## src/rtl/sc1602_nibble_if.sv

```systemverilog
// sc1602_nibble_if: 4-bit bus driver for an SC1602 / HD44780-style character LCD.
//
// Runs the power-on 4-bit-mode init sequence (nibbles 3,3,3,2) on its own,
// then accepts command/data bytes through a valid/ready handshake. Each byte
// goes out as a high nibble and then a low nibble. Each nibble has a setup
// phase, an lcd_en strobe and a hold phase, and the byte ends with a fixed
// execution wait. The LCD busy flag is never polled.
//
// Ports:
//   sys_clk   - system clock
//   sys_rst   - asynchronous active-high reset
//   in_valid  - upstream byte valid
//   in_ready  - high only in IDLE; a byte transfers on in_valid && in_ready
//   in_rs     - 0 = command, 1 = data
//   in_data   - byte to send
//   lcd_data  - LCD DB7..DB4
//   lcd_rs    - LCD register select
//   lcd_en    - LCD enable strobe
//   init_done - set once the init sequence completes; cleared only by reset
//   state     - current FSM state encoding (debug probe)
module sc1602_nibble_if #(
    parameter int POWERUP_CYC    = 1080000,
    parameter int SETUP_CYC      = 2,
    parameter int EN_HIGH_CYC    = 14,
    parameter int HOLD_CYC       = 2,
    parameter int GAP_CYC        = 27,
    parameter int CMD_WAIT_CYC   = 1080,
    parameter int CLR_WAIT_CYC   = 44280,
    parameter int INIT_WAIT1_CYC = 111000,
    parameter int INIT_WAIT2_CYC = 2700
) (
    input  logic       sys_clk,
    input  logic       sys_rst,
    input  logic       in_valid,
    output logic       in_ready,
    input  logic       in_rs,
    input  logic [7:0] in_data,
    output logic [3:0] lcd_data,
    output logic       lcd_rs,
    output logic       lcd_en,
    output logic       init_done,
    output logic [4:0] state
);

    function automatic int max2(input int a, input int b);
        return (a > b) ? a : b;
    endfunction

    localparam int MAX_CYC = max2(max2(max2(POWERUP_CYC, SETUP_CYC), max2(EN_HIGH_CYC, HOLD_CYC)),
                                  max2(max2(GAP_CYC, CMD_WAIT_CYC),
                                       max2(CLR_WAIT_CYC, max2(INIT_WAIT1_CYC, INIT_WAIT2_CYC))));
    localparam int CW = $clog2(MAX_CYC) + 1;

    typedef enum logic [4:0] {
        PWR     = 5'h00,
        I_SETUP = 5'h01,
        I_EN    = 5'h02,
        I_HOLD  = 5'h03,
        I_WAIT  = 5'h04,
        IDLE    = 5'h08,
        H_SETUP = 5'h10,
        H_EN    = 5'h11,
        H_HOLD  = 5'h12,
        GAP     = 5'h13,
        L_SETUP = 5'h14,
        L_EN    = 5'h15,
        L_HOLD  = 5'h16,
        X_WAIT  = 5'h17
    } state_t;

    state_t        cur_state, next_state;
    logic [CW-1:0] cnt;
    logic [1:0]    step, step_n;
    logic          rs_q, rs_n;
    logic [7:0]    data_q, data_n;
    logic          long_wait;
    logic          en_n, ready_n, done_n, lcd_rs_n;
    logic [3:0]    lcd_data_n;

    // The counter is loaded with (length - 1) on entry. A state advances on
    // the cycle where the counter reads zero.
    function automatic logic [CW-1:0] reload(input state_t s, input logic [1:0] st,
                                             input logic clr);
        int d;
        case (s)
            PWR:                      d = POWERUP_CYC;
            I_SETUP, H_SETUP, L_SETUP: d = SETUP_CYC;
            I_EN, H_EN, L_EN:         d = EN_HIGH_CYC;
            I_HOLD, H_HOLD, L_HOLD:   d = HOLD_CYC;
            GAP:                      d = GAP_CYC;
            I_WAIT:                   d = (st == 2'd0) ? INIT_WAIT1_CYC :
                                          (st == 2'd1) ? INIT_WAIT2_CYC : CMD_WAIT_CYC;
            X_WAIT:                   d = clr ? CLR_WAIT_CYC : CMD_WAIT_CYC;
            default:                  d = 1;
        endcase
        return CW'(d - 1);
    endfunction

    // Clear display (0x01) and return home (0x02/0x03) need the long wait.
    assign long_wait = !rs_q && (data_q[7:2] == 6'd0) && (data_q != 8'd0);

    always_comb begin
        next_state = cur_state;
        step_n     = step;
        rs_n       = rs_q;
        data_n     = data_q;
        case (cur_state)
            PWR:     if (cnt == '0) next_state = I_SETUP;
            I_SETUP: if (cnt == '0) next_state = I_EN;
            I_EN:    if (cnt == '0) next_state = I_HOLD;
            I_HOLD:  if (cnt == '0) next_state = I_WAIT;
            I_WAIT: begin
                if (cnt == '0) begin
                    if (step == 2'd3) begin
                        next_state = IDLE;
                    end else begin
                        next_state = I_SETUP;
                        step_n     = step + 2'd1;
                    end
                end
            end
            IDLE: begin
                if (in_valid && in_ready) begin
                    next_state = H_SETUP;
                    rs_n       = in_rs;
                    data_n     = in_data;
                end
            end
            H_SETUP: if (cnt == '0) next_state = H_EN;
            H_EN:    if (cnt == '0) next_state = H_HOLD;
            H_HOLD:  if (cnt == '0) next_state = GAP;
            GAP:     if (cnt == '0) next_state = L_SETUP;
            L_SETUP: if (cnt == '0) next_state = L_EN;
            L_EN:    if (cnt == '0) next_state = L_HOLD;
            L_HOLD:  if (cnt == '0) next_state = X_WAIT;
            X_WAIT:  if (cnt == '0) next_state = IDLE;
            default: next_state = PWR;
        endcase
    end

    // Output values are derived from the next state so that the registered
    // pins line up with the state register cycle for cycle.
    always_comb begin
        en_n       = next_state inside {I_EN, H_EN, L_EN};
        ready_n    = (next_state == IDLE);
        done_n     = init_done || (next_state == IDLE);
        lcd_rs_n   = lcd_rs;
        lcd_data_n = lcd_data;
        case (next_state)
            PWR: begin
                lcd_rs_n   = 1'b0;
                lcd_data_n = 4'd0;
            end
            I_SETUP, I_EN, I_HOLD: begin
                lcd_rs_n   = 1'b0;
                lcd_data_n = (step_n == 2'd3) ? 4'd2 : 4'd3;
            end
            H_SETUP, H_EN, H_HOLD, GAP: begin
                lcd_rs_n   = rs_n;
                lcd_data_n = data_n[7:4];
            end
            L_SETUP, L_EN, L_HOLD: begin
                lcd_rs_n   = rs_n;
                lcd_data_n = data_n[3:0];
            end
            default: ;
        endcase
    end

    always_ff @(posedge sys_clk or posedge sys_rst) begin
        if (sys_rst) begin
            cur_state <= PWR;
            // Reset is the entry into PWR, so the counter takes PWR's reload.
            cnt       <= CW'(POWERUP_CYC - 1);
            step      <= '0;
            rs_q      <= 1'b0;
            data_q    <= '0;
            lcd_en    <= 1'b0;
            lcd_rs    <= 1'b0;
            lcd_data  <= '0;
            in_ready  <= 1'b0;
            init_done <= 1'b0;
        end else begin
            cur_state <= next_state;
            if (next_state != cur_state)
                cnt <= reload(next_state, step_n, long_wait);
            else if (cnt != '0)
                cnt <= cnt - 1'b1;
            step      <= step_n;
            rs_q      <= rs_n;
            data_q    <= data_n;
            lcd_en    <= en_n;
            lcd_rs    <= lcd_rs_n;
            lcd_data  <= lcd_data_n;
            in_ready  <= ready_n;
            init_done <= done_n;
        end
    end

    assign state = cur_state;

endmodule
```

## config.mk

```make
export PLATFORM = sky130hd
export DESIGN_NAME = sc1602_nibble_if
export DESIGN_NICKNAME = d
export VERILOG_FILES = /design/src/rtl/sc1602_nibble_if.sv
export SDC_FILE = /design/constraint.sdc
export NUM_CORES = 1
export LEC_CHECK = 0
export CORE_UTILIZATION = 62
export CTS_CLUSTER_DIAMETER = 60
export CTS_CLUSTER_SIZE = 16
export DETAILED_ROUTE_END_ITERATION = 10
export PLACE_DENSITY = 0.84
export SLEW_MARGIN = 20
export SYNTH_ARGS = -nofsm -noshare
export SYNTH_HDL_FRONTEND = slang
export SYNTH_SLANG_ARGS = --single-unit
```

## constraint.sdc

```tcl
create_clock -name sys_clk -period 6.6 [get_ports sys_clk]
set_input_delay 1.32 -clock sys_clk [delete_from_list [all_inputs] [get_ports sys_clk]]
set_output_delay 1.32 -clock sys_clk [all_outputs]
set_load 0.05 [all_outputs]
```

==> results of run 1 <==
==> registers in the layout, summed over array words and instances, names as in the netlist <==
name,count
lcd_rs,1
in_ready,1
lcd_en,1
lcd_data,4
cnt,22
state,5
init_done,1
step,2
rs_q,1
data_q,8
==> logic make-up (layout without fill, tap and decap cells) <==
logic type / count (synthesis) / in the layout / share of synthesized area
flops: 46 / 46 / 0.423
fa+ha+maj: 2 / 2 / 0.00906
mux: 10 / 10 / 0.0403
compound gates: 82 / 82 / 0.219
simple gates: 115 / 115 / 0.226
xor+xnor: 16 / 16 / 0.0507
buf+inv: 23 / 45 / 0.0326
==> cell usage in the layout, fill, tap and decap left out, types with 3 or more instances in the layout <==
master	netlist	routed
a21oi_1	18	18
a22oi_1	5	5
a31oi_1	5	5
clkbuf_8	0	6
clkdlybuf4s50_1	0	24
dfrtp_1	33	33
dfstp_2	13	13
inv_1	11	10
mux2_2	9	9
nand2_1	27	27
nand3_1	6	6
nor2_1	24	24
nor3_1	13	13
nor4_1	10	10
o211a_1	3	3
o21ai_0	16	16
o21ai_1	4	4
or2_2	6	6
or3_1	6	6
or4_1	5	5
xnor2_1	8	8
xor2_1	8	8
==> worst min-delay path: cells and delay by family, from the launching register on <==
family	cells	cell delay, ns
flops	1	0.36
simple gates	2	0.10
==> through the flow <==
stage / power (uW) / utilization / cell area [sq um]
after floorplan: 582 / - / 2760
after global placement: 632 / 0.732 / 3030
after detailed placement: 639 / 0.732 / 3030
after CTS: 817 / 0.755 / 3130
after global routing: 866 / 0.755 / 3130
final: 819 / 0.755 / 3130
==> where the power goes <==
part | internal [uW] | total, uW | switching, uW | leakage [uW]
Combinational | 94.0 | 206 | 112 | 0.000653
Sequential | 366 | 434 | 67.8 | 0.000568
Clock | 84.2 | 179 | 94.4 | 0.0000472
Total | 544 | 819 | 274 | 0.00127
==> final timing paths <==
kind                                  start           to  cells after the start
min in group asynchronous           sys_rst      cnt[21]                      2
worst min-delay path            lcd_data[3]  lcd_data[3]                      2
worst min register to register  lcd_data[3]  lcd_data[3]                      2
max in group asynchronous           sys_rst     state[2]                      2
worst max-delay path                 cnt[0]       cnt[4]                     11
worst max register to register       cnt[0]       cnt[4]                     11
==> final cells by class <==
class | count | area (sq um)
multi-input cells | 225 | 1510
clock inverters | 2 | 12.5
fillers | 330 | 1010
clock buffers | 6 | 82.6
repair buffers | 25 | 248
flip-flops and latches | 46 | 1170
inverters | 12 | 46.3
well taps | 50 | 62.6
==> metal layers <==
metal / share of wire / wire, um
met1: 0.45 / 3030
met2: 0.46 / 3110
met3: 0.069 / 467
met4: 0.028 / 187
met5: 0 / 0
==> results.json, run 1 <==
{
  "outcome": "complete, no violations",
  "grt_overflow_total": 0,
  "hold_buffers": 0,
  "clkSinkCount": 46,
  "met1_usage": 0.408,
  "syn_avg_cell_area_sq_um": 9.40,
  "critPathTopFamily": "compound AO/OA/AOI/OAI gates",
  "antenna_found_initial": 0,
  "netlist_instances": 294,
  "n_antenna_cell": 0,
  "synth_top_area_cell": "dfrtp_1",
  "worstMarginPinSlew_ns": 0.956,
  "start_util": 0.667,
  "synth-seq-cells": 46,
  "cts.clk_slew.worst_paths_ns": 0.09,
  "irDropWorstVdd_v": 0.000179,
  "synth-seq-area-share": 0.423,
  "cts_root_buf": "clkbuf_8",
  "synthTopCellsByArea": "dfrtp_1 (30%), dfstp_2 (12%), mux2_2 (3.7%)",
  "cp_slowest_stage_delay_ns": 0.73,
  "drt-wirelength-per-cell_um": 18.6,
  "setup_tns_ns": 0,
  "setup_slack_ns": 2.62,
  "ys_warn_count": 0,
  "first_pass_iters": 5,
  "finalSetupViolations": 0,
  "rsz0062_at_grt": "no",
  "use_met2": 0.509,
  "cts_setup_buffers": 0,
  "fin_cells": 366,
  "fin_crit_sh": 0.604,
  "area_delta_synth_final_pct": 13.3,
  "gp_congestion": 0.995,
  "rows": 23,
  "post-route-min-period_ns": 3.98,
  "dieArea_sq_um": 4730,
  "io_pins": 25,
  "die_h_um": 68.8,
  "drtIter0Drc": 256,
  "busiest_layer": "met2",
  "finalMaxSlewViolations": 0,
  "synth.net_count": 308,
  "synth_edf_count": 0,
  "insertion_delay_ns": 0.30,
  "crit_required_ns": 6.82,
  "wirelength_mm": 6.80,
  "hold_viol_final": 0,
  "crit_fanout": 13,
  "coreArea_sq_um": 4140,
  "cts_tree": "yes",
  "syn_area_sq_um": 2760,
  "io_buffer_count": 24,
  "drc_errors": 0,
  "cts_made_buffers": 5,
  "nets": 329,
  "grt_max_degree": 47,
  "crit_path_cell_trace": "inv_1 -> ha_1 -> or4b_2 -> nor3_1 -> nand2_1 -> o41ai_2 -> a21oi_1 -> ha_1 -> o211a_1 -> a2111oi_0 -> a21oi_1",
  "fmax_ghz": 0.251,
  "critPathSlowestCell": "o41ai_2",
  "p_per_area_nw_per_um2": 262,
  "grt.total_usage": 0.317,
  "dpl.hpwl_mm": 4.87,
  "ant_nets": 0,
  "post-place-cells": 358,
  "drv_cap": 0,
  "yosysTopAreaCellShare": 0.299,
  "hold_class": "reg -> reg",
  "startpoint_type": "register",
  "cts.path.max_buffers": 2,
  "h-tree-depth": 2,
  "synth_ff_type": "dfrtp_1",
  "grt_pass1_vias": 2359,
  "slew_headroom": 0.362,
  "synth_most_common_cell": "dfrtp_1",
  "arrival_ns": 4.21,
  "p_leak_uw": 0.00127,
  "place_ws_ns": 2.53,
  "endpoint_kind": "register",
  "ys_types": 65,
  "grt_pass1_wl_mm": 10.9,
  "r2r_slack_ns": 2.62,
  "grtUsageMet3": 0.0625,
  "whs_ns": 0.480,
  "drive_above_1_share": 0.180,
  "ctsResizeCount": 0,
  "crit_type": "reg -> reg",
  "vias": 2482,
  "vias_per_cell": 6.78,
  "fin_skew_ns": 0.00576,
  "synth_common_cells": "dfrtp_1 (33), nand2_1 (27), nor2_1 (24), a21oi_1 (18), o21ai_0 (16)",
  "synth-async-reset-ratio": 1.00,
  "crit_buf_inv": 1,
  "die_w_um": 68.8
}
Note: power is estimated with default switching activity, not from simulation.
==> inputs of run 2 (changes only) <==
--- a/config.mk
+++ b/config.mk
@@ -5,11 +5,11 @@
 export SDC_FILE = /design/constraint.sdc
 export NUM_CORES = 1
 export LEC_CHECK = 0
-export CORE_UTILIZATION = 62
+export CORE_UTILIZATION = 58
 export CTS_CLUSTER_DIAMETER = 60
 export CTS_CLUSTER_SIZE = 16
 export DETAILED_ROUTE_END_ITERATION = 10
-export PLACE_DENSITY = 0.84
+export PLACE_DENSITY = 0.79
 export SLEW_MARGIN = 20
 export SYNTH_ARGS = -nofsm -noshare
 export SYNTH_HDL_FRONTEND = slang
==> constraint.sdc (replaced) <==
create_clock -name sys_clk -period 4 [get_ports sys_clk]
set_input_delay 0.8 -clock sys_clk [delete_from_list [all_inputs] [get_ports sys_clk]]
set_output_delay 0.8 -clock sys_clk [all_outputs]
set_load 0.05 [all_outputs]
==> run 2 against run 1 <==
- the run now ends with DRC left
- via count shrank 0.48%
- flip-flop and latch count unchanged
- wire length rose by 3.0%
- maximum frequency increased by 5.6%
- count of clock-buffer cells in the layout unchanged
- non-clock buffer count grew 6
- register-to-register slack got worse by 2.4 ns
- utilization decreased by 4.5 points
- sequential power grew 65%
- first-iteration DRC count is 13% higher
- critical endpoint unchanged
==> results.json, run 2 (synthesis results as in run 1) <==
{
  "outcome": "finished with violations",
  "violations": "DRC",
  "drtIter0Drc": 289,
  "place_ws_ns": 0.269,
  "p_leak_uw": 0.00130,
  "registers.top_by_ff_count": "cnt",
  "start_util": 0.617,
  "dpl.hpwl_mm": 5.07,
  "hold_class": "reg -> reg",
  "crit_fanout": 13,
  "ctsResizeCount": 0,
  "critical_path_cell_count": 10,
  "rows": 24,
  "grt_max_degree": 47,
  "cts_made_buffers": 5,
  "clkSinkCount": 46,
  "post-route-min-period_ns": 3.77,
  "io_buffer_count": 24,
  "grt_pass1_vias": 2405,
  "endpoint_kind": "register",
  "arrival_ns": 3.99,
  "cts_tree": "yes",
  "nets": 335,
  "p_per_area_nw_per_um2": 428,
  "layout_commonest_cell": "dfrtp_1",
  "wirelength_mm": 7.00,
  "rsz0062_at_grt": "no",
  "fin_skew_ns": 0.00485,
  "crit_type": "reg -> reg",
  "irDropWorstVdd_v": 0.000272,
  "fin_crit_sh": 0.944,
  "startpoint_type": "register",
  "cp_slowest_stage_delay_ns": 0.68,
  "die_h_um": 71.0,
  "critPathTopFamily": "simple AND/OR/NAND/NOR gates",
  "fin_area_sq_um": 3180,
  "n_antenna_cell": 0,
  "slew_headroom": 0.347,
  "ant_nets": 0,
  "area_delta_synth_final_pct": 15.0,
  "crit_required_ns": 4.22,
  "coreArea_sq_um": 4470,
  "startpoint": "cnt[16]",
  "rr_worst_depth": 10,
  "crit_buf_inv": 0,
  "crit_path_cell_trace": "or4_1 -> or4b_4 -> or3_1 -> o21ai_1 -> or2_2 -> nand2_1 -> ha_1 -> o211a_1 -> a2111oi_0 -> a21oi_1",
  "hold_buffers": 0,
  "setup_tns_ns": 0,
  "r2r_slack_ns": 0.23,
  "most-common-layout-cells": "dfrtp_1 (33), nand2_1 (27), nor2_1 (24), clkdlybuf4s50_1 (24), a21oi_1 (18)",
  "cts.path.max_buffers": 2,
  "cts_root_buf": "clkbuf_8",
  "worstReg2RegEnd": "cnt[4]",
  "dieArea_sq_um": 5040,
  "hold_viol_final": 0,
  "drv_cap": 0,
  "drc_errors": 1,
  "whs_ns": 0.486,
  "first_pass_iters": 9,
  "fmax_ghz": 0.265,
  "finalMaxSlewViolations": 0,
  "utilization": 0.710,
  "vias_per_cell": 6.60,
  "drive_above_1_share": 0.196,
  "h-tree-depth": 2,
  "worstMarginPinSlew_ns": 0.978,
  "vias": 2470,
  "grt.total_usage": 0.301,
  "setup_slack_ns": 0.225,
  "cts_setup_buffers": 0,
  "largest_register_ffs": 22,
  "antenna_found_initial": 0,
  "io_pins": 25,
  "grt_overflow_total": 0,
  "die_w_um": 71.0,
  "insertion_delay_ns": 0.30,
  "drt-wirelength-per-cell_um": 18.7,
  "worstReg2RegStart": "cnt[16]",
  "dpl_cell_area_sq_um": 3080,
  "grt_pass1_wl_mm": 11.6,
  "finalSetupViolations": 0,
  "gp_congestion": 0.890,
  "cts.clk_slew.worst_paths_ns": 0.09,
  "crit_end": "cnt[4]",
  "critPathSlowestCell": "or4b_4"
}
==> run 2: cell types whose count changed in the layout (fill, tap and decap cells not counted) <==
cell   before  now
buf_4       1    7
==> run 2: cell type report <==
class | instances | area (sq um)
Inverter | 12 | 46.3
Clock inverter | 2 | 12.5
Fill cell | 349 | 1300
Timing Repair Buffer | 31 | 293
Sequential cell | 46 | 1170
Tap cell | 52 | 65.1
Clock buffer | 6 | 82.6
Multi-Input combinational cell | 225 | 1510
==> run 2: tightest hold or removal path, delay by kind of cell, from the launching register on <==
| family | cells | cell delay (ns) |
|---|---|---|
| AND/OR/NAND/NOR | 2 | 0.10 |
| flip-flops | 1 | 0.36 |
==> run 2: worst min-delay path by stage <==
stage / start / to / cells after the start
floorplan: data_q[0] / data_q[0] / 1
global placement: lcd_rs / lcd_rs / 2
detailed placement: lcd_rs / lcd_rs / 2
CTS: lcd_rs / lcd_rs / 2
global route: init_done / init_done / 1
finish: lcd_rs / lcd_rs / 2
==> run 2: through the flow <==
step | instances | total power, uW
floorplan | 294 | 960
global placement | 366 | 1050
detailed placement | 366 | 1060
CTS | 374 | 1360
global route | 374 | 1430
finish | 374 | 1360
==> run 2: where the power goes <==
| part | switching [uW] | leakage (uW) | total [uW] | internal [uW] |
|---|---|---|---|---|
| clock | 161 | 0.0000472 | 300 | 139 |
| combinational | 188 | 0.000682 | 345 | 157 |
| sequential | 111 | 0.000568 | 715 | 604 |
| total | 460 | 0.00130 | 1360 | 901 |
==> run 2: routing by layer <==
layer / routed length (um) / track usage / up-vias
met2: 3250 / 0.470 / 124
met4: 140 / 0.151 / 0
li1: - / - / 1143
met5: 0 / 0 / -
met1: 3120 / 0.404 / 1189
met3: 486 / 0.0570 / 14
